$ cat src/rtl/ifu_prefetch_pkg.sv
// Shared constants and types for the instruction-fetch prefetch unit.
// Default width/reset values live here so all blocks agree on them.
package ifu_prefetch_pkg;

  localparam int          IFU_XLEN     = 32;
  localparam logic [31:0] IFU_RESET_PC = 32'h0000_0000;
  localparam int          INST_BYTES   = 4;

  typedef enum logic {
    ST_RUN  = 1'b0,
    ST_HALT = 1'b1
  } ifu_state_e;

  function automatic logic is_word_aligned(input logic [1:0] low_bits);
    return low_bits == 2'b00;
  endfunction

endpackage

$ cat src/rtl/ifu_prefetch_if.sv
// Fetch bus: valid/ready request channel plus an in-order response channel.
// A request transfers on a cycle where req_valid & req_ready are both high;
// req_valid may drop or req_addr change before acceptance (non-committing);
// rsp_valid carries one word per cycle, always in request order, never stalled.
interface ifu_prefetch_if #(
  parameter int XLEN = 32
);
  logic            req_valid;
  logic            req_ready;
  logic [XLEN-1:0] req_addr;
  logic            rsp_valid;
  logic [XLEN-1:0] rsp_data;

  modport master (
    output req_valid,
    output req_addr,
    input  req_ready,
    input  rsp_valid,
    input  rsp_data
  );

  modport slave (
    input  req_valid,
    input  req_addr,
    output req_ready,
    output rsp_valid,
    output rsp_data
  );
endinterface

$ cat src/rtl/ifu_fetch_fifo.sv
// Synchronous FIFO with single-cycle flush; push while full is accepted
// only when a pop happens in the same cycle. Flush overrides push and pop.
module ifu_fetch_fifo #(
  parameter int WIDTH = 8,
  parameter int DEPTH = 4
) (
  input  logic                     clk,
  input  logic                     rst_n,
  input  logic                     flush,
  input  logic                     push,
  input  logic [WIDTH-1:0]         push_data,
  input  logic                     pop,
  output logic [WIDTH-1:0]         pop_data,
  output logic                     empty,
  output logic                     full,
  output logic [$clog2(DEPTH):0]   count
);

  localparam int AW = $clog2(DEPTH);
  localparam int CW = AW + 1;

  logic [WIDTH-1:0] mem_q [DEPTH];
  logic [AW-1:0]    wr_ptr_q, wr_ptr_d;
  logic [AW-1:0]    rd_ptr_q, rd_ptr_d;
  logic [CW-1:0]    count_q, count_d;
  logic             wr_en, rd_en;

  assign empty    = (count_q == '0);
  assign full     = (count_q == CW'(DEPTH));
  assign count    = count_q;
  assign pop_data = mem_q[rd_ptr_q];

  assign wr_en = push & (~full | pop);
  assign rd_en = pop & ~empty;

  always_comb begin
    wr_ptr_d = wr_ptr_q;
    rd_ptr_d = rd_ptr_q;
    count_d  = count_q;
    if (flush) begin
      wr_ptr_d = '0;
      rd_ptr_d = '0;
      count_d  = '0;
    end else begin
      if (wr_en) wr_ptr_d = wr_ptr_q + AW'(1);
      if (rd_en) rd_ptr_d = rd_ptr_q + AW'(1);
      count_d = count_q + CW'(wr_en) - CW'(rd_en);
    end
  end

  always_ff @(posedge clk or negedge rst_n) begin
    if (!rst_n) begin
      wr_ptr_q <= '0;
      rd_ptr_q <= '0;
      count_q  <= '0;
    end else begin
      wr_ptr_q <= wr_ptr_d;
      rd_ptr_q <= rd_ptr_d;
      count_q  <= count_d;
    end
  end

  // Storage needs no reset: reads are only consumed while count is non-zero.
  always_ff @(posedge clk) begin
    if (wr_en && !flush) mem_q[wr_ptr_q] <= push_data;
  end

endmodule

$ cat src/rtl/ifu_prefetch.sv
// Instruction-fetch unit with decoupled prefetch queue: credit-limited bus
// requests, in-order responses, redirect flush with stale-response discard.
module ifu_prefetch
  import ifu_prefetch_pkg::*;
#(
  parameter int              XLEN     = IFU_XLEN,
  parameter int              DEPTH    = 4,
  parameter logic [XLEN-1:0] RESET_PC = XLEN'(IFU_RESET_PC)
) (
  input  logic              clk,
  input  logic              rst_n,
  input  logic              if_valid,
  input  logic              wb_exp_int_flag,
  input  logic [XLEN-1:0]   meh_addr,
  input  logic              ex_is_mret_inst,
  input  logic [XLEN-1:0]   mret_addr,
  input  logic              bj_flag,
  input  logic [XLEN-1:0]   bj_addr,
  input  logic              pipe_stall,
  ifu_prefetch_if.master    bus,
  output logic              if_vld,
  output logic [XLEN-1:0]   if_pc,
  output logic [XLEN-1:0]   if_inst,
  output logic              if_exp_flag,
  output logic              if_inst_addr_misal,
  output ifu_state_e        dbg_state
);

  localparam int            CW      = $clog2(DEPTH) + 1;
  localparam int            EW      = 2 * XLEN + 1;
  localparam logic [CW:0]   DEPTH_C = (CW + 1)'(DEPTH);
  localparam logic [CW-1:0] OUT_MAX = '1;

  ifu_state_e      state_q, state_d;
  logic [XLEN-1:0] fetch_pc_q, fetch_pc_d;
  logic [CW-1:0]   outst_q, outst_d;
  logic [CW-1:0]   drop_q, drop_d;

  logic            redirect;
  logic [XLEN-1:0] target;
  logic [CW:0]     credit;
  logic            aligned, hs, rsp_keep, rsp_drop, misal_push;

  logic            q_push, q_pop, q_empty, q_full;
  logic [EW-1:0]   q_push_data, q_head;
  logic [CW-1:0]   count;

  logic            pc_push, pc_empty, pc_full;
  logic [XLEN-1:0] pc_head;
  logic [CW-1:0]   pc_count;

  assign redirect = wb_exp_int_flag | ex_is_mret_inst | bj_flag;

  always_comb begin
    target = bj_addr;
    if (wb_exp_int_flag)      target = meh_addr;
    else if (ex_is_mret_inst) target = mret_addr;
  end

  // Credits cover queued entries plus live (non-dropped) in-flight requests.
  // outst also counts stale requests, so it is kept from wrapping.
  assign credit  = {1'b0, count} + {1'b0, outst_q} - {1'b0, drop_q};
  assign aligned = is_word_aligned(fetch_pc_q[1:0]);

  assign bus.req_valid = if_valid & (state_q == ST_RUN) & aligned &
                         (credit < DEPTH_C) & (outst_q != OUT_MAX);
  assign bus.req_addr  = fetch_pc_q;

  assign hs         = bus.req_valid & bus.req_ready;
  assign rsp_drop   = bus.rsp_valid & (drop_q != '0);
  assign rsp_keep   = bus.rsp_valid & (drop_q == '0) & ~redirect;
  assign misal_push = (state_q == ST_RUN) & if_valid & ~aligned &
                      (outst_q == drop_q) & (count < CW'(DEPTH)) & ~redirect;

  always_comb begin
    state_d    = state_q;
    fetch_pc_d = fetch_pc_q;
    outst_d    = outst_q + CW'(hs) - CW'(bus.rsp_valid);
    drop_d     = drop_q - CW'(rsp_drop);
    if (redirect) begin
      state_d    = ST_RUN;
      fetch_pc_d = target;
      drop_d     = outst_d;
    end else begin
      if (hs)         fetch_pc_d = fetch_pc_q + XLEN'(INST_BYTES);
      if (misal_push) state_d    = ST_HALT;
    end
  end

  always_ff @(posedge clk or negedge rst_n) begin
    if (!rst_n) begin
      state_q    <= ST_RUN;
      fetch_pc_q <= RESET_PC;
      outst_q    <= '0;
      drop_q     <= '0;
    end else begin
      state_q    <= state_d;
      fetch_pc_q <= fetch_pc_d;
      outst_q    <= outst_d;
      drop_q     <= drop_d;
    end
  end

  assign q_push      = rsp_keep | misal_push;
  assign q_push_data = rsp_keep ? {pc_head, bus.rsp_data, 1'b0}
                                : {fetch_pc_q, {XLEN{1'b0}}, 1'b1};
  assign q_pop       = if_vld & ~pipe_stall;

  ifu_fetch_fifo #(.WIDTH(EW), .DEPTH(DEPTH)) u_entry_q (
    .clk       (clk),
    .rst_n     (rst_n),
    .flush     (redirect),
    .push      (q_push),
    .push_data (q_push_data),
    .pop       (q_pop),
    .pop_data  (q_head),
    .empty     (q_empty),
    .full      (q_full),
    .count     (count)
  );

  // Only live requests get a PC slot; stale responses never need one.
  assign pc_push = hs & ~redirect;

  ifu_fetch_fifo #(.WIDTH(XLEN), .DEPTH(DEPTH)) u_pc_q (
    .clk       (clk),
    .rst_n     (rst_n),
    .flush     (redirect),
    .push      (pc_push),
    .push_data (fetch_pc_q),
    .pop       (rsp_keep),
    .pop_data  (pc_head),
    .empty     (pc_empty),
    .full      (pc_full),
    .count     (pc_count)
  );

  assign if_vld             = ~q_empty;
  assign if_pc              = if_vld ? q_head[EW-1 -: XLEN] : '0;
  assign if_inst            = if_vld ? q_head[XLEN:1]       : '0;
  assign if_inst_addr_misal = if_vld & q_head[0];
  assign if_exp_flag        = if_inst_addr_misal;
  assign dbg_state          = state_q;

  a_no_q_overflow: assert property (@(posedge clk) disable iff (!rst_n)
    !(rsp_keep && q_full && !q_pop));
  a_no_pc_overflow: assert property (@(posedge clk) disable iff (!rst_n)
    !(pc_push && pc_full));
  a_pc_has_entry: assert property (@(posedge clk) disable iff (!rst_n)
    !(rsp_keep && pc_empty));
  a_pc_tracks_live: assert property (@(posedge clk) disable iff (!rst_n)
    pc_count == outst_q - drop_q);

endmodule
$ cat src/flat_wrapper.sv
// flat-port wrapper written by rule: the top's interface ports become plain ports
module ifu_prefetch_flat import ifu_prefetch_pkg::*;
#(
  parameter int              XLEN     = IFU_XLEN,
  parameter int              DEPTH    = 4,
  parameter logic [XLEN-1:0] RESET_PC = XLEN'(IFU_RESET_PC)
)
  (clk, rst_n, if_valid, wb_exp_int_flag, meh_addr, ex_is_mret_inst, mret_addr, bj_flag, bj_addr, pipe_stall, if_vld, if_pc, if_inst, if_exp_flag, if_inst_addr_misal, dbg_state, bus_req_valid, bus_req_addr, bus_req_ready, bus_rsp_valid, bus_rsp_data);
  ifu_prefetch_if #(.XLEN(XLEN)) bus_i ();
  input  logic clk;
  input  logic rst_n;
  input  logic if_valid;
  input  logic wb_exp_int_flag;
  input  logic [XLEN-1:0] meh_addr;
  input  logic ex_is_mret_inst;
  input  logic [XLEN-1:0] mret_addr;
  input  logic bj_flag;
  input  logic [XLEN-1:0] bj_addr;
  input  logic pipe_stall;
  output logic if_vld;
  output logic [XLEN-1:0] if_pc;
  output logic [XLEN-1:0] if_inst;
  output logic if_exp_flag;
  output logic if_inst_addr_misal;
  output ifu_state_e dbg_state;
  output wire logic [$bits(bus_i.req_valid)-1:0] bus_req_valid;
  output wire logic [$bits(bus_i.req_addr)-1:0] bus_req_addr;
  input wire logic [$bits(bus_i.req_ready)-1:0] bus_req_ready;
  input wire logic [$bits(bus_i.rsp_valid)-1:0] bus_rsp_valid;
  input wire logic [$bits(bus_i.rsp_data)-1:0] bus_rsp_data;
  assign bus_req_valid = bus_i.req_valid;
  assign bus_req_addr = bus_i.req_addr;
  assign bus_i.req_ready = bus_req_ready;
  assign bus_i.rsp_valid = bus_rsp_valid;
  assign bus_i.rsp_data = bus_rsp_data;
  ifu_prefetch #(.XLEN(XLEN), .DEPTH(DEPTH), .RESET_PC(RESET_PC)) u_core (.clk(clk), .rst_n(rst_n), .if_valid(if_valid), .wb_exp_int_flag(wb_exp_int_flag), .meh_addr(meh_addr), .ex_is_mret_inst(ex_is_mret_inst), .mret_addr(mret_addr), .bj_flag(bj_flag), .bj_addr(bj_addr), .pipe_stall(pipe_stall), .bus(bus_i), .if_vld(if_vld), .if_pc(if_pc), .if_inst(if_inst), .if_exp_flag(if_exp_flag), .if_inst_addr_misal(if_inst_addr_misal), .dbg_state(dbg_state));
endmodule
$ cat config.mk
export PLATFORM = sky130hd
export DESIGN_NAME = ifu_prefetch_flat
export DESIGN_NICKNAME = d
export VERILOG_FILES = /design/src/rtl/ifu_prefetch_pkg.sv /design/src/rtl/ifu_prefetch_if.sv /design/src/rtl/ifu_fetch_fifo.sv /design/src/rtl/ifu_prefetch.sv /design/src/flat_wrapper.sv
export SDC_FILE = /design/constraint.sdc
export NUM_CORES = 1
export LEC_CHECK = 0
export ABC_CLOCK_PERIOD_IN_PS = 4400
export CORE_MARGIN = 10
export CORE_UTILIZATION = 56
export DETAILED_ROUTE_END_ITERATION = 16
export GPL_TIMING_DRIVEN = 0
export PLACE_DENSITY = 0.83
export SLEW_MARGIN = 20
export SYNTH_ARGS = -nofsm -noshare
export SYNTH_HDL_FRONTEND = slang
export SYNTH_SLANG_ARGS = --single-unit
$ cat constraint.sdc
create_clock -name clk -period 4.4 [get_ports clk]
set_input_delay 0.88 -clock clk [delete_from_list [all_inputs] [get_ports clk]]
set_output_delay 0.88 -clock clk [all_outputs]
set_load 0.01 [all_outputs]
## After elaboration in Yosys (flattened, before gate mapping)

Memory sizes are Yosys's and may differ from the RTL's.
Cells that the tools add are included.

- Register bits: 53
- Output and inout port bits: 101
- Bits of input ports: 137
- Bits in latches: 0
- RAM bits: 388
- Logic and storage cells: 102
- Bits in read-only memories: 0
- Memories kept: 2

- Shift operators: 0
- Bitwise logic cells: 32
- Equal/unequal tests: 4
- Mux-type cells: 24
- Magnitude comparators: 2
- Div/mod/pow operators: 0
- $add $sub $neg: 14
- Multiply operators: 0
- Reductions and logical operators: 14

Memory list:

| memory | depth | bits a word | rd ports | clocked after Yosys merged registers in | write ports | line | source |
|---|---|---|---|---|---|---|---|
| u_core.u_entry_q.mem_q | 4 | 65 | 1 | 0 | 1 | ifu_fetch_fifo.sv:22 | `logic [WIDTH-1:0] mem_q [DEPTH];` |
| u_core.u_pc_q.mem_q | 4 | 32 | 1 | 0 | 1 | ifu_fetch_fifo.sv:22 |  |

Operator list:

| kind | number |
|---|---|
| 2-to-1 mux 32 bit | 6 |
| 2-to-1 mux 65 bit | 1 |
| adder 32 x 3 -> 32 bit, second input constant | 1 |
| bitwise AND 1 bit | 19 |
| 2-to-1 mux 2 bit | 8 |
| nonzero test 2 bit | 6 |
| subtractor 3 x 1 -> 3 bit | 4 |
| adder 3 x 1 -> 3 bit | 3 |
| logical NOT 3 bit | 3 |
| 2-to-1 mux 3 bit | 3 |
| adder 2 x 1 -> 2 bit, second input constant | 4 |
| inverter 1 bit | 8 |
| == test 3 bit, second input constant | 2 |
| 2-to-1 mux 1 bit | 6 |
| bitwise OR 1 bit | 5 |
| adder 3 x 3 -> 4 bit | 1 |
| less-than comparator 4 x 3 -> 1 bit, second input constant | 1 |
| subtractor 4 x 3 -> 4 bit | 1 |
| == test 3 bit | 1 |
| less-than comparator 3 bit, second input constant | 1 |
| != test 3 bit, second input constant | 1 |
| nonzero test 3 bit | 1 |
| logical AND 1 bit | 2 |
| logical NOT 2 bit | 1 |
| logical NOT 1 bit | 1 |

## Logic depth before layout (Yosys ltp)

Gate-level depths: netlist of the first run.

- Depth in word-level cells: 11
- Mapped depth: 19

## Modules after synthesis

A second synthesis of the first run with hierarchy kept.

- Cells, all modules: 1189
- Area total of the unflattened synthesis: 19075.8 µm²

Modules (own cells, without submodules):

| module | cells an instance | sequential area each (µm²) | instances | area each (µm²) |
|---|---|---|---|---|
| ifu_fetch_fifo at u_core.u_entry_q | 388 | 7982.7 | 1 | 9868.2 |
| ifu_fetch_fifo at u_core.u_pc_q | 216 | 4018.9 | 1 | 5081.1 |
| ifu_prefetch | 585 | 975.9 | 1 | 4126.5 |

## Worst setup path after synthesis of the first run

No wires, ideal clock.

- Path type: input port to flip-flop
- From: input wb_exp_int_flag
- To: memory u_core.u_entry_q.mem_q[1][0] in the netlist's numbering (enable)
- Slack: 0.254 ns
- Stages on the path: 5
- Path buffers: 2
- Arrival: 3.716 ns
- Cells stage by stage: clkbuf_1 -> or3_1 -> clkbuf_1 -> a311oi_1 -> and2_1

- Cells in the longest elaborated chain, start to end: 9
- Elaborated cells on any way between the ends: 11
- Those cells by class: mux (2); bitwise (7); reduce/logical (2)

Ends and longest elaborated chain:

| item | line | source |
|---|---|---|
| start, declared | flat_wrapper.sv:13 | `input logic wb_exp_int_flag;` |
| bitwise OR 1 bit (*) (2 in a row) | ifu_prefetch.sv:52 | `assign redirect = wb_exp_int_flag \| ex_is_mret_inst \| bj_flag;` |
| inverter 1 bit | ifu_prefetch.sv:71, ifu_prefetch.sv:73 |  |
| bitwise AND 1 bit, on equally long branches | ifu_prefetch.sv:71, ifu_prefetch.sv:73 |  |
| bitwise OR 1 bit | ifu_prefetch.sv:104 | `assign q_push = rsp_keep \| misal_push;` |
| bitwise AND 1 bit | ifu_fetch_fifo.sv:33 | `assign wr_en = push & (~full \| pop);` |
| logical AND 1 bit (*) | ifu_fetch_fifo.sv:65 | `if (wr_en && !flush) mem_q[wr_ptr_q] <= push_data;` |
| 2-to-1 mux 1 bit (*) | ifu_fetch_fifo.sv:65 |  |
| 2-to-1 mux 1 bit (not written as such) (*) | ifu_fetch_fifo.sv:65 |  |
| end, declared | ifu_fetch_fifo.sv:22 |  |

Every way passes the cells marked *; elsewhere a longest branch is shown, timed or not.

## Worst setup path in the final report of the first run

- From: input bj_flag
- To: register u_core.u_pc_q.count_q[2] (netlist: u_core.u_pc_q.count[2])

- Cells in the longest elaborated chain, start to end: 8
- Elaborated cells on any way between the ends: 10
- Those cells by class: add/sub (2); mux (1); bitwise (7)

Ends and longest elaborated chain:

| item | line | source |
|---|---|---|
| start, declared | flat_wrapper.sv:17 | `input logic bj_flag;` |
| bitwise OR 1 bit (*) | ifu_prefetch.sv:52 |  |
| inverter 1 bit | ifu_prefetch.sv:71, ifu_prefetch.sv:123 |  |
| bitwise AND 1 bit | ifu_prefetch.sv:71 | `assign rsp_keep = bus.rsp_valid & (drop_q == '0) & ~redirect;` |
| bitwise OR 1 bit | ifu_fetch_fifo.sv:33 |  |
| bitwise AND 1 bit | ifu_fetch_fifo.sv:33 |  |
| adder 3 x 1 -> 3 bit | ifu_fetch_fifo.sv:47 | `count_d = count_q + CW'(wr_en) - CW'(rd_en);` |
| subtractor 3 x 1 -> 3 bit | ifu_fetch_fifo.sv:47 |  |
| 2-to-1 mux 3 bit (*) | ifu_fetch_fifo.sv:40 | `if (flush) begin` |
| named net u_core.u_pc_q.count_d[2] | ifu_fetch_fifo.sv:25 | `logic [CW-1:0] count_q, count_d;` |
| end signal, assigned | ifu_fetch_fifo.sv:59 | `count_q <= count_d;` |
| end, declared | ifu_fetch_fifo.sv:25 |  |

The timed path passes the listed nets; every way through them passes the cells marked *.
A chain may end at the register's enable or synchronous reset.

==> results.sh, run 1 <==
export IMPL_drtPass1Iterations=7
export IMPL_finalSetupViolCount=0
export IMPL_setup_worst_path_start="bj_flag"
export IMPL_cts_tree="done"
export IMPL_postRouteAntennaNets=0
export IMPL_tns_ps=0
export IMPL_worstPathRequired_ps=4790
export IMPL_cts_sinks=441
export IMPL_synth_nets=1355
export IMPL_grt_pass1_wl_mm=74.0
export IMPL_hp_class="input pin to asynchronous set/reset pin"
export IMPL_slew_headroom_pct=35.9
export IMPL_wl_mm=48.9
export IMPL_post_route_period_util_pct=96.3
export IMPL_multiInputGateArea_mm2=0.00570
export IMPL_r2r_start="u_core.u_entry_q.count[1]"
export IMPL_antenna_found_initial=0
export IMPL_wl_per_cell_um=24.9
export IMPL_endpoint="u_core.u_pc_q.count[2]"
export IMPL_p_leak_nw=7.80
export IMPL_reg2reg_depth=19
export IMPL_powerDensity_mw_per_mm2=396
export IMPL_ys_seq_elements=441
export IMPL_hold_viol=0
export IMPL_port_buffers=236
export IMPL_fill_cells=2140
export IMPL_drive_gt1_share_pct=14.1
export IMPL_clock_skew_ps=16.8
export IMPL_synth_most_common_cell="edfxtp_1"
export IMPL_holdBufCountCts=0
export IMPL_dp_cells=1885
export IMPL_yosys_warnings=0
export IMPL_die_w_um=205
export IMPL_worst_setup_path_type="input pin to flip-flop"
export IMPL_clock_fmax_mhz=236
export IMPL_period_needed_ps=4240
export IMPL_tightest_slew_ps=955
export IMPL_synth_avg_cell_area_um2=16.0
export IMPL_status="finished clean"
export IMPL_synth_top_area_cell="edfxtp_1"
export IMPL_synth_top_area_share_pct=61.1
export IMPL_dp_hpwl_mm=33.8
export IMPL_gp_congestion=0.924
export IMPL_viasPerCell=6.09
export IMPL_num_vias=12000
export IMPL_synthTopCellsByArea="edfxtp_1 (61%), mux4_2 (11%), dfrtp_1 (7.0%)"
export IMPL_mappedNetlistArea_mm2=0.0191
export IMPL_drv_cap=0
export IMPL_ys_flop_type="edfxtp_1"
export IMPL_drc_errors=0
export IMPL_root_buffer="clkbuf_16"
export IMPL_clkTransAtPathRegs_ps=60
export IMPL_grt_pass1_vias=12400
export IMPL_synth_edf_count=388
export IMPL_io_pins=238
export IMPL_clk_latency_ps=550
export IMPL_gr_usage_all_layers_pct=23.2
export IMPL_die_h_um=205
export IMPL_cp_max_fo=13
export IMPL_r2r_slack_ps=200
export IMPL_core_area_mm2=0.0335
export IMPL_overflow=0
export IMPL_final_cell_count_no_fill=1964
export IMPL_syn_to_final_growth_pct=23.6
export IMPL_drt_iter0_markers=1483
export IMPL_cp_end_kind="flip-flop"
export IMPL_start_kind="input pin"
export IMPL_die_area_mm2=0.0418
export IMPL_start_util_pct=56.9
export IMPL_synth_cells=1193
export IMPL_ir_drop_v=0.000280
export IMPL_numCtsBuffers=43
export IMPL_synth_cell_types=66
export IMPL_timing_rr_end="u_core.u_pc_q.count[2]"
export IMPL_antenna_cells=0
export IMPL_clockBufferDepth=3
export IMPL_htreeDepth=2
export IMPL_async_flop_share_pct=12.0
export IMPL_ys_seq_area_share_pct=68.1
export IMPL_drv_slew=0
export IMPL_nets=1652
export IMPL_worstPathArrival_ps=4620
export IMPL_grt_max_degree=54
export IMPL_placementRows=67
export IMPL_seq_area_mm2=0.0130
export IMPL_synth_common_cells="edfxtp_1 (388), nand2_1 (131), and2_1 (111)"
worst max-delay path, stage by stage:
cell,delay [ps]
clkdlybuf4s50_1,600
or3_1,160
clkbuf_1,480
nor2_2,210
inv_1,210
clkbuf_1,590
nor2_1,150
ha_1,320
inv_1,70
ha_1,150
inv_1,50
fa_2,330
xor2_1,190
xnor2_1,140
nor2_1,70
layout make-up:
| cell class | instances | area share [%] |
|---|---|---|
| Buffer | 72 | 1.33 |
| Clock buffer | 51 | 4.69 |
| Clock inverter | 20 | 0.770 |
| Inverter | 28 | 0.462 |
| Multi-Input combinational cell | 652 | 24.2 |
| Sequential cell | 441 | 55.1 |
| Tap cell | 448 | 2.38 |
| Timing Repair Buffer | 252 | 11.1 |
per-layer routing:
metal	vias up	global-route usage (%)	part of all wire [%]
met5	-	0	0
met4	0	6.32	2.5
met3	85	5.53	9.2
met2	683	40.0	51
met1	6004	28.9	37
li1	5193	-	-
report_power, final:
| group | internal [mW] | switching, mW |
|---|---|---|
| Combinational | 0.480 | 0.536 |
| Sequential | 4.71 | 0.173 |
| Clock | 1.92 | 1.51 |
placed cells by master (no fill, tap or decap), types with 9 or more instances in the layout:
master           netlist  routed
or4_1                 13      13
clkbuf_16              0      43
a31oi_1               13      13
buf_4                  2      11
a211oi_1              10      10
a21oi_1               22      22
nand2_1              131     131
clkinv_2               0       9
edfxtp_1             388     388
mux2i_1               13      13
and2_1               111     103
buf_2                 10      10
clkbuf_1              49      57
o31ai_1               11      11
nand3_1               11      11
xnor2_1               13      13
inv_1                 27      26
nand4_1               12      12
clkdlybuf4s50_1        0     234
o22ai_1               12      12
dfrtp_1               53      53
ha_1                  20      20
o21ai_0               20      20
nor2_1                41      40
mux4_2                97      97
worst min-delay path by stage:
stage	from	slack, ps	cells after the start	to
6_report	rst_n	400	1	u_core.drop_q[0]
5_1_grt	rst_n	440	1	u_core.drop_q[0]
4_1_cts	rst_n	420	1	u_core.bus.req_addr[21]
3_5_place_dp	u_core.dbg_state	540	2	u_core.dbg_state
3_3_place_gp	u_core.bus.req_addr[8]	510	0	u_core.u_pc_q.mem_q[2][8]
2_1_floorplan	u_core.u_entry_q.wr_ptr_q[0]	500	1	u_core.u_entry_q.wr_ptr_q[0]
flip-flops by register name, summed over array words and instances, names as in the netlist:
register	cells
u_core.u_entry_q.wr_ptr_q	2
u_core.u_pc_q.wr_ptr_q	2
u_core.u_pc_q.rd_ptr_q	2
u_core.dbg_state	1
u_core.u_entry_q.rd_ptr_q	2
u_core.u_pc_q.mem_q	128
u_core.u_entry_q.count	3
u_core.drop_q	3
u_core.u_entry_q.mem_q	260
u_core.bus.req_addr	32
u_core.u_pc_q.count	3
u_core.outst_q	3
kinds of logic after synthesis:
logic type | after synthesis | share of synthesized area [%]
mux | 113 | 12.3
flops | 441 | 68.1
compound gates | 128 | 4.69
buf+inv | 100 | 2.16
fa+ha+maj | 25 | 1.84
simple gates | 367 | 10.1
xor+xnor | 19 | 0.873
through the flow:
step / hold slack (ps) / power (mW) / cell area (µm²) / worst slack [ps] / util (%)
floorplan: 503 / 5.43 / 19100 / 254 / -
finish: 403 / 9.32 / 23600 / 164 / 70.3
global placement: 512 / 5.87 / 22000 / -1550 / 65.6
global route: 436 / 9.64 / 23600 / -2.45 / 70.3
CTS: 418 / 9.29 / 23500 / -0.550 / 70.0
detailed placement: 539 / 5.92 / 22200 / -519 / 66.2
what timing repair did:
action,4_1_cts,5_1_grt
endpoints found under the setup margin,28,3
cloned,0,0
buffers inserted,0,8
gates resized for setup,4,7
pin swaps,0,1
Power figures use the tool's default switching activity.
==> inputs of run 2 (changes only) <==
--- a/config.mk
+++ b/config.mk
@@ -6,11 +6,12 @@
 export NUM_CORES = 1
 export LEC_CHECK = 0
 export ABC_CLOCK_PERIOD_IN_PS = 4400
+export CAP_MARGIN = 20
 export CORE_MARGIN = 10
-export CORE_UTILIZATION = 56
+export CORE_UTILIZATION = 50
 export DETAILED_ROUTE_END_ITERATION = 16
 export GPL_TIMING_DRIVEN = 0
-export PLACE_DENSITY = 0.83
+export PLACE_DENSITY = 0.76
 export SLEW_MARGIN = 20
 export SYNTH_ARGS = -nofsm -noshare
 export SYNTH_HDL_FRONTEND = slang
==> run 2 against run 1 <==
Register-to-register slack improved by 50 ps. Non-clock buffer count increased by 1. Combinational power about the same. Maximum frequency increased by 2.0%. Total power increased by 0.97%. Global-route usage decreased by 3.3 points. Sequential cell count unchanged. Clock skew increased by 8.7 ps.
==> results.sh, run 2 (synthesis results as in run 1) <==
export IMPL_numCtsBuffers=43
export IMPL_hp_class="input pin to asynchronous set/reset pin"
export IMPL_max_stage_delay_ps=540
export IMPL_final_cell_mix="edfxtp_1 (388), clkdlybuf4s50_1 (234), nand2_1 (131)"
export IMPL_die_w_um=215
export IMPL_gr_usage_all_layers_pct=20.0
export IMPL_cp_max_fo=6
export IMPL_drt_iter0_markers=995
export IMPL_whs_ps=395
export IMPL_overflow=0
export IMPL_rsz0062_at_grt="false"
export IMPL_wl_per_cell_um=23.1
export IMPL_period_needed_ps=4150
export IMPL_io_pins=238
export IMPL_grt_max_degree=54
export IMPL_holdBufCountCts=0
export IMPL_num_vias=11700
export IMPL_status="finished clean"
export IMPL_placementRows=71
export IMPL_tightest_slew_ps=992
export IMPL_clock_skew_ps=25.5
export IMPL_viasPerCell=5.73
export IMPL_cts_sinks=441
export IMPL_drc_errors=0
export IMPL_worstPathArrival_ps=4550
export IMPL_tns_ps=0
export IMPL_root_buffer="clkbuf_16"
export IMPL_clk_latency_ps=550
export IMPL_post_route_period_util_pct=94.4
export IMPL_cts_tree="done"
export IMPL_fill_cells=2803
export IMPL_antenna_found_initial=0
export IMPL_grt_pass1_wl_mm=72.1
export IMPL_path_buf_inv=7
export IMPL_core_area_mm2=0.0377
export IMPL_clockBufferDepth=3
export IMPL_syn_to_final_growth_pct=24.3
export IMPL_slowest_stage="fa_1"
export IMPL_start_util_pct=50.6
export IMPL_slew_headroom_pct=33.4
export IMPL_die_h_um=215
export IMPL_largest_reg_flops=260
export IMPL_multiInputGateArea_mm2=0.00571
export IMPL_dp_hpwl_mm=32.8
export IMPL_die_area_mm2=0.0463
export IMPL_crit_chain="inv_2 > fa_1 > inv_1 > ha_1 > and3b_1 > or4_4 > buf_6 > a21o_4 > clkinvlp_4 > and3_4 > inv_1 > ha_1 > inv_1 > ha_1 > inv_1 > fa_1 > xor2_1 > xnor2_1 > nor2_1"
export IMPL_drtPass1Iterations=7
export IMPL_start_kind="flip-flop"
export IMPL_finalSetupViolCount=0
export IMPL_grt_pass1_vias=12100
export IMPL_p_leak_nw=7.82
export IMPL_htreeDepth=2
export IMPL_gp_congestion=0.910
export IMPL_top_register="u_core.u_entry_q.mem_q"
export IMPL_clock_fmax_mhz=241
export IMPL_worst_setup_path_type="flip-flop to flip-flop"
export IMPL_wl_mm=47.1
export IMPL_hold_viol=0
export IMPL_ir_drop_v=0.000310
export IMPL_postRouteAntennaNets=0
export IMPL_port_buffers=236
export IMPL_antenna_cells=0
export IMPL_final_common_cell="edfxtp_1"
export IMPL_clkTransAtPathRegs_ps=60
export IMPL_crit_top_cell="inv_1"
export IMPL_drive_gt1_share_pct=14.2
export IMPL_drv_slew=0
export IMPL_drv_cap=0
export IMPL_cp_end_kind="flip-flop"
export IMPL_nets=1653
export IMPL_worstPathRequired_ps=4790
export IMPL_cp_top_family="adder cells"
export IMPL_seq_area_mm2=0.0130
export IMPL_powerDensity_mw_per_mm2=397
-- run 2: through the flow --
step           cell area (µm²)  cells  setup slack [ps]  util [%]  power (mW)
2_1_floorplan            19100   1193               254         -        5.43
3_3_place_gp             22100   1940             -1550      58.6        5.88
3_5_place_dp             22300   1948              -438      59.1        5.92
4_1_cts                  23600   2027              23.8      62.7        9.41
5_1_grt                  23700   2036              7.24      62.9        9.77
6_report                 23700   2036               248      62.9        9.41
-- run 2: path summary, 6_finish.rpt --
check | endpoint | depth (start not counted) | startpoint | slack, ps
max in group asynchronous | u_core.bus.req_addr[28] | 1 | rst_n | 3530
hold / removal | u_core.bus.req_addr[21] | 1 | rst_n | 390
setup reg to reg | u_core.u_pc_q.count[2] | 19 | u_core.u_entry_q.count[1] | 250
hold reg to reg | u_core.u_entry_q.wr_ptr_q[0] | 1 | u_core.u_entry_q.wr_ptr_q[0] | 550
min in group clk | u_core.u_entry_q.wr_ptr_q[0] | 1 | u_core.u_entry_q.wr_ptr_q[0] | 550
setup / recovery | u_core.u_pc_q.count[2] | 19 | u_core.u_entry_q.count[1] | 250
-- run 2: cell type report --
| type | count | share of cell area [%] |
|---|---|---|
| Buffer | 72 | 1.32 |
| Clock buffer | 61 | 4.91 |
| Clock inverter | 18 | 0.734 |
| Inverter | 28 | 0.459 |
| Multi-Input combinational cell | 652 | 24.1 |
| Sequential cell | 441 | 54.7 |
| Tap cell | 511 | 2.70 |
| Timing Repair Buffer | 253 | 11.1 |
-- run 2: where the power goes --
part | internal [mW] | leakage [nW] | switching [mW]
combinational | 0.492 | 3.11 | 0.542
clock | 2.03 | 0.653 | 1.48
sequential | 4.71 | 4.06 | 0.167
total | 7.22 | 7.82 | 2.19
-- run 2: what timing repair did --
action,4_1_cts,5_1_grt
setup buffers,0,9
pin swaps,0,1
endpoints found under the setup margin,24,3
resized for setup,2,10
-- run 2: routing by layer --
layer  GRT usage (%)  wire, µm
met1            26.1     19200
met2            32.7     22700
met3            4.48      3850
met4            6.22      1350
met5               0         0
==> inputs of run 3 (changes only) <==
--- a/config.mk
+++ b/config.mk
@@ -10,6 +10,7 @@
 export CORE_MARGIN = 10
 export CORE_UTILIZATION = 50
 export DETAILED_ROUTE_END_ITERATION = 16
+export GPL_ROUTABILITY_DRIVEN = 0
 export GPL_TIMING_DRIVEN = 0
 export PLACE_DENSITY = 0.76
 export SLEW_MARGIN = 20
==> run 3 against run 2 <==
Register-to-register slack got worse by 80 ps. Maximum frequency shrank 1.9%. First-iteration DRC count up 12%. Count of clock-buffer cells in the layout unchanged. Sequential power is essentially flat. Design area down 0.30%. Worst setup slack lost 79 ps. Combinational power decreased by 4%. Via count barely moved. Non-clock buffer count down 6. Die area stayed put. Critical endpoint unchanged. Largest power group unchanged.
==> results.sh, run 3 (synthesis results as in run 1) <==
export IMPL_status="finished clean"
export IMPL_drv_cap=0
export IMPL_wl_per_cell_um=22.8
export IMPL_largest_reg_flops=260
export IMPL_hold_viol=0
export IMPL_drive_gt1_share_pct=14.0
export IMPL_tightest_slew_ps=951
export IMPL_grt_max_degree=54
export IMPL_r2r_slack_ps=170
export IMPL_final_common_cell="edfxtp_1"
export IMPL_endpoint="u_core.u_pc_q.count[2]"
export IMPL_grt_pass1_wl_mm=71.0
export IMPL_die_w_um=215
export IMPL_drt_iter0_markers=1116
export IMPL_powerDensity_mw_per_mm2=393
export IMPL_core_area_mm2=0.0377
export IMPL_r2r_start="u_core.u_entry_q.count[1]"
export IMPL_gr_usage_all_layers_pct=19.6
export IMPL_finalPower_mw=9.28
export IMPL_wl_met2_mm=22.7
export IMPL_viasPerCell=5.75
export IMPL_place_ws_ps=-402
export IMPL_drc_errors=0
export IMPL_nets=1647
export IMPL_finish_utilization_pct=62.8
export IMPL_antenna_found_initial=0
export IMPL_ir_drop_v=0.000314
export IMPL_drtPass1Iterations=7
export IMPL_placementRows=71
export IMPL_worst_slack_ps=168
export IMPL_cp_end_kind="flip-flop"
export IMPL_top_layer_used="met4"
export IMPL_finalSetupViolCount=0
export IMPL_top_register="u_core.u_entry_q.mem_q"
export IMPL_period_needed_ps=4230
export IMPL_clockBufferDepth=3
export IMPL_worstPathRequired_ps=4810
export IMPL_wl_met3_mm=4.11
export IMPL_worstPathArrival_ps=4640
export IMPL_setup_worst_path_start="u_core.u_entry_q.count[1]"
export IMPL_slew_headroom_pct=36.2
export IMPL_clock_skew_ps=34.6
export IMPL_whs_ps=366
export IMPL_cp_max_fo=9
export IMPL_clk_latency_ps=560
export IMPL_root_buffer="clkbuf_16"
export IMPL_clock_fmax_mhz=236
export IMPL_post_route_period_util_pct=96.2
export IMPL_drv_slew=0
export IMPL_antenna_cells=0
export IMPL_start_kind="flip-flop"
export IMPL_timing_rr_end="u_core.u_pc_q.count[2]"
export IMPL_clkTransAtPathRegs_ps=60
export IMPL_port_buffers=236
export IMPL_htreeDepth=2
export IMPL_grt_pass1_vias=11900
export IMPL_p_leak_nw=7.79
export IMPL_rsz0062_at_grt="false"
export IMPL_cts_tree="done"
export IMPL_worst_setup_path_type="flip-flop to flip-flop"
export IMPL_syn_to_final_growth_pct=24.0
export IMPL_reg2reg_depth=19
export IMPL_overflow=0
export IMPL_io_pins=238
export IMPL_die_area_mm2=0.0463
export IMPL_cts_sinks=441
export IMPL_holdBufCountCts=0
export IMPL_wl_mm=46.2
export IMPL_fill_cells=2728
export IMPL_numCtsBuffers=43
export IMPL_dp_hpwl_mm=32.6
export IMPL_wl_met1_mm=18.3
export IMPL_tns_ps=0
export IMPL_start_util_pct=50.6
export IMPL_postRouteAntennaNets=0
export IMPL_die_h_um=215
export IMPL_hp_class="input pin to asynchronous set/reset pin"
export IMPL_num_vias=11700
export IMPL_final_cell_mix="edfxtp_1 (388), clkdlybuf4s50_1 (234), nand2_1 (131)"
## run 3: changes by cell type in the layout (fill, tap and decap cells not counted), sizes merged
cell           change
buf                -8
bufinv             -3
clkinv             +3
clkbuf             +1
clkdlybuf4s15      +1
clkinvlp           -1
inv                -1
## run 3: report_power, final
part           switching (mW)  leakage [nW]  internal [mW]  total [mW]
registers               0.163          4.06           4.71        4.87
clock network            1.48         0.656           1.94        3.42
logic                   0.531          3.08          0.459       0.989
## run 3: per-layer routing
metal	track usage [%]	up-vias
met1	25.3	5817
met5	0	-
met3	5.08	69
met2	32.5	580
li1	-	5204
met4	5.33	0
## run 3: per-stage QoR
step                std cells  area, µm²
global route             2028      23600
CTS                      2025      23600
finish                   2028      23600
floorplan                1193      19100
detailed placement       1948      22300
global placement         1940      22100
## run 3: worst max-delay path: stages, from the launching register on
cell,delay [ps]
dfrtp_1,420
inv_2,80
fa_1,530
inv_1,40
ha_1,270
and3b_1,200
or4_1,470
buf_4,190
a21o_4,260
clkinvlp_4,120
and3_4,200
inv_1,50
ha_1,260
inv_1,60
ha_1,130
inv_1,40
fa_1,370
xor2_1,180
xnor2_1,150
nor2_1,60
## run 3: worst min-delay path by stage
stage,from,endpoint,slack (ps),cells past startpoint
CTS,rst_n,u_core.outst_q[2],400,1
finish,rst_n,u_core.drop_q[0],370,1
global route,rst_n,u_core.outst_q[2],420,1
detailed placement,u_core.bus.req_addr[7],u_core.u_pc_q.mem_q[2][7],530,0
global placement,u_core.bus.req_addr[8],u_core.u_pc_q.mem_q[2][8],510,0
floorplan,u_core.u_entry_q.wr_ptr_q[0],u_core.u_entry_q.wr_ptr_q[0],500,1
## run 3: cell type report
class | count | area (µm²) | share of cell area, %
plain buffers | 72 | 319 | 1.35
multi-input cells | 652 | 5700 | 24.1
repair buffers | 247 | 2570 | 10.9
clock inverters | 16 | 93.8 | 0.397
inverters | 28 | 109 | 0.461
clock buffers | 61 | 1220 | 5.18
flip-flops and latches | 441 | 13000 | 54.9
well taps | 511 | 639 | 2.70
## run 3: repair_timing
item,4_1_cts,5_1_grt
pin swaps,0,0
gates resized for setup,3,8
cloned,0,0
setup endpoints to repair,29,4
buffers inserted,0,3
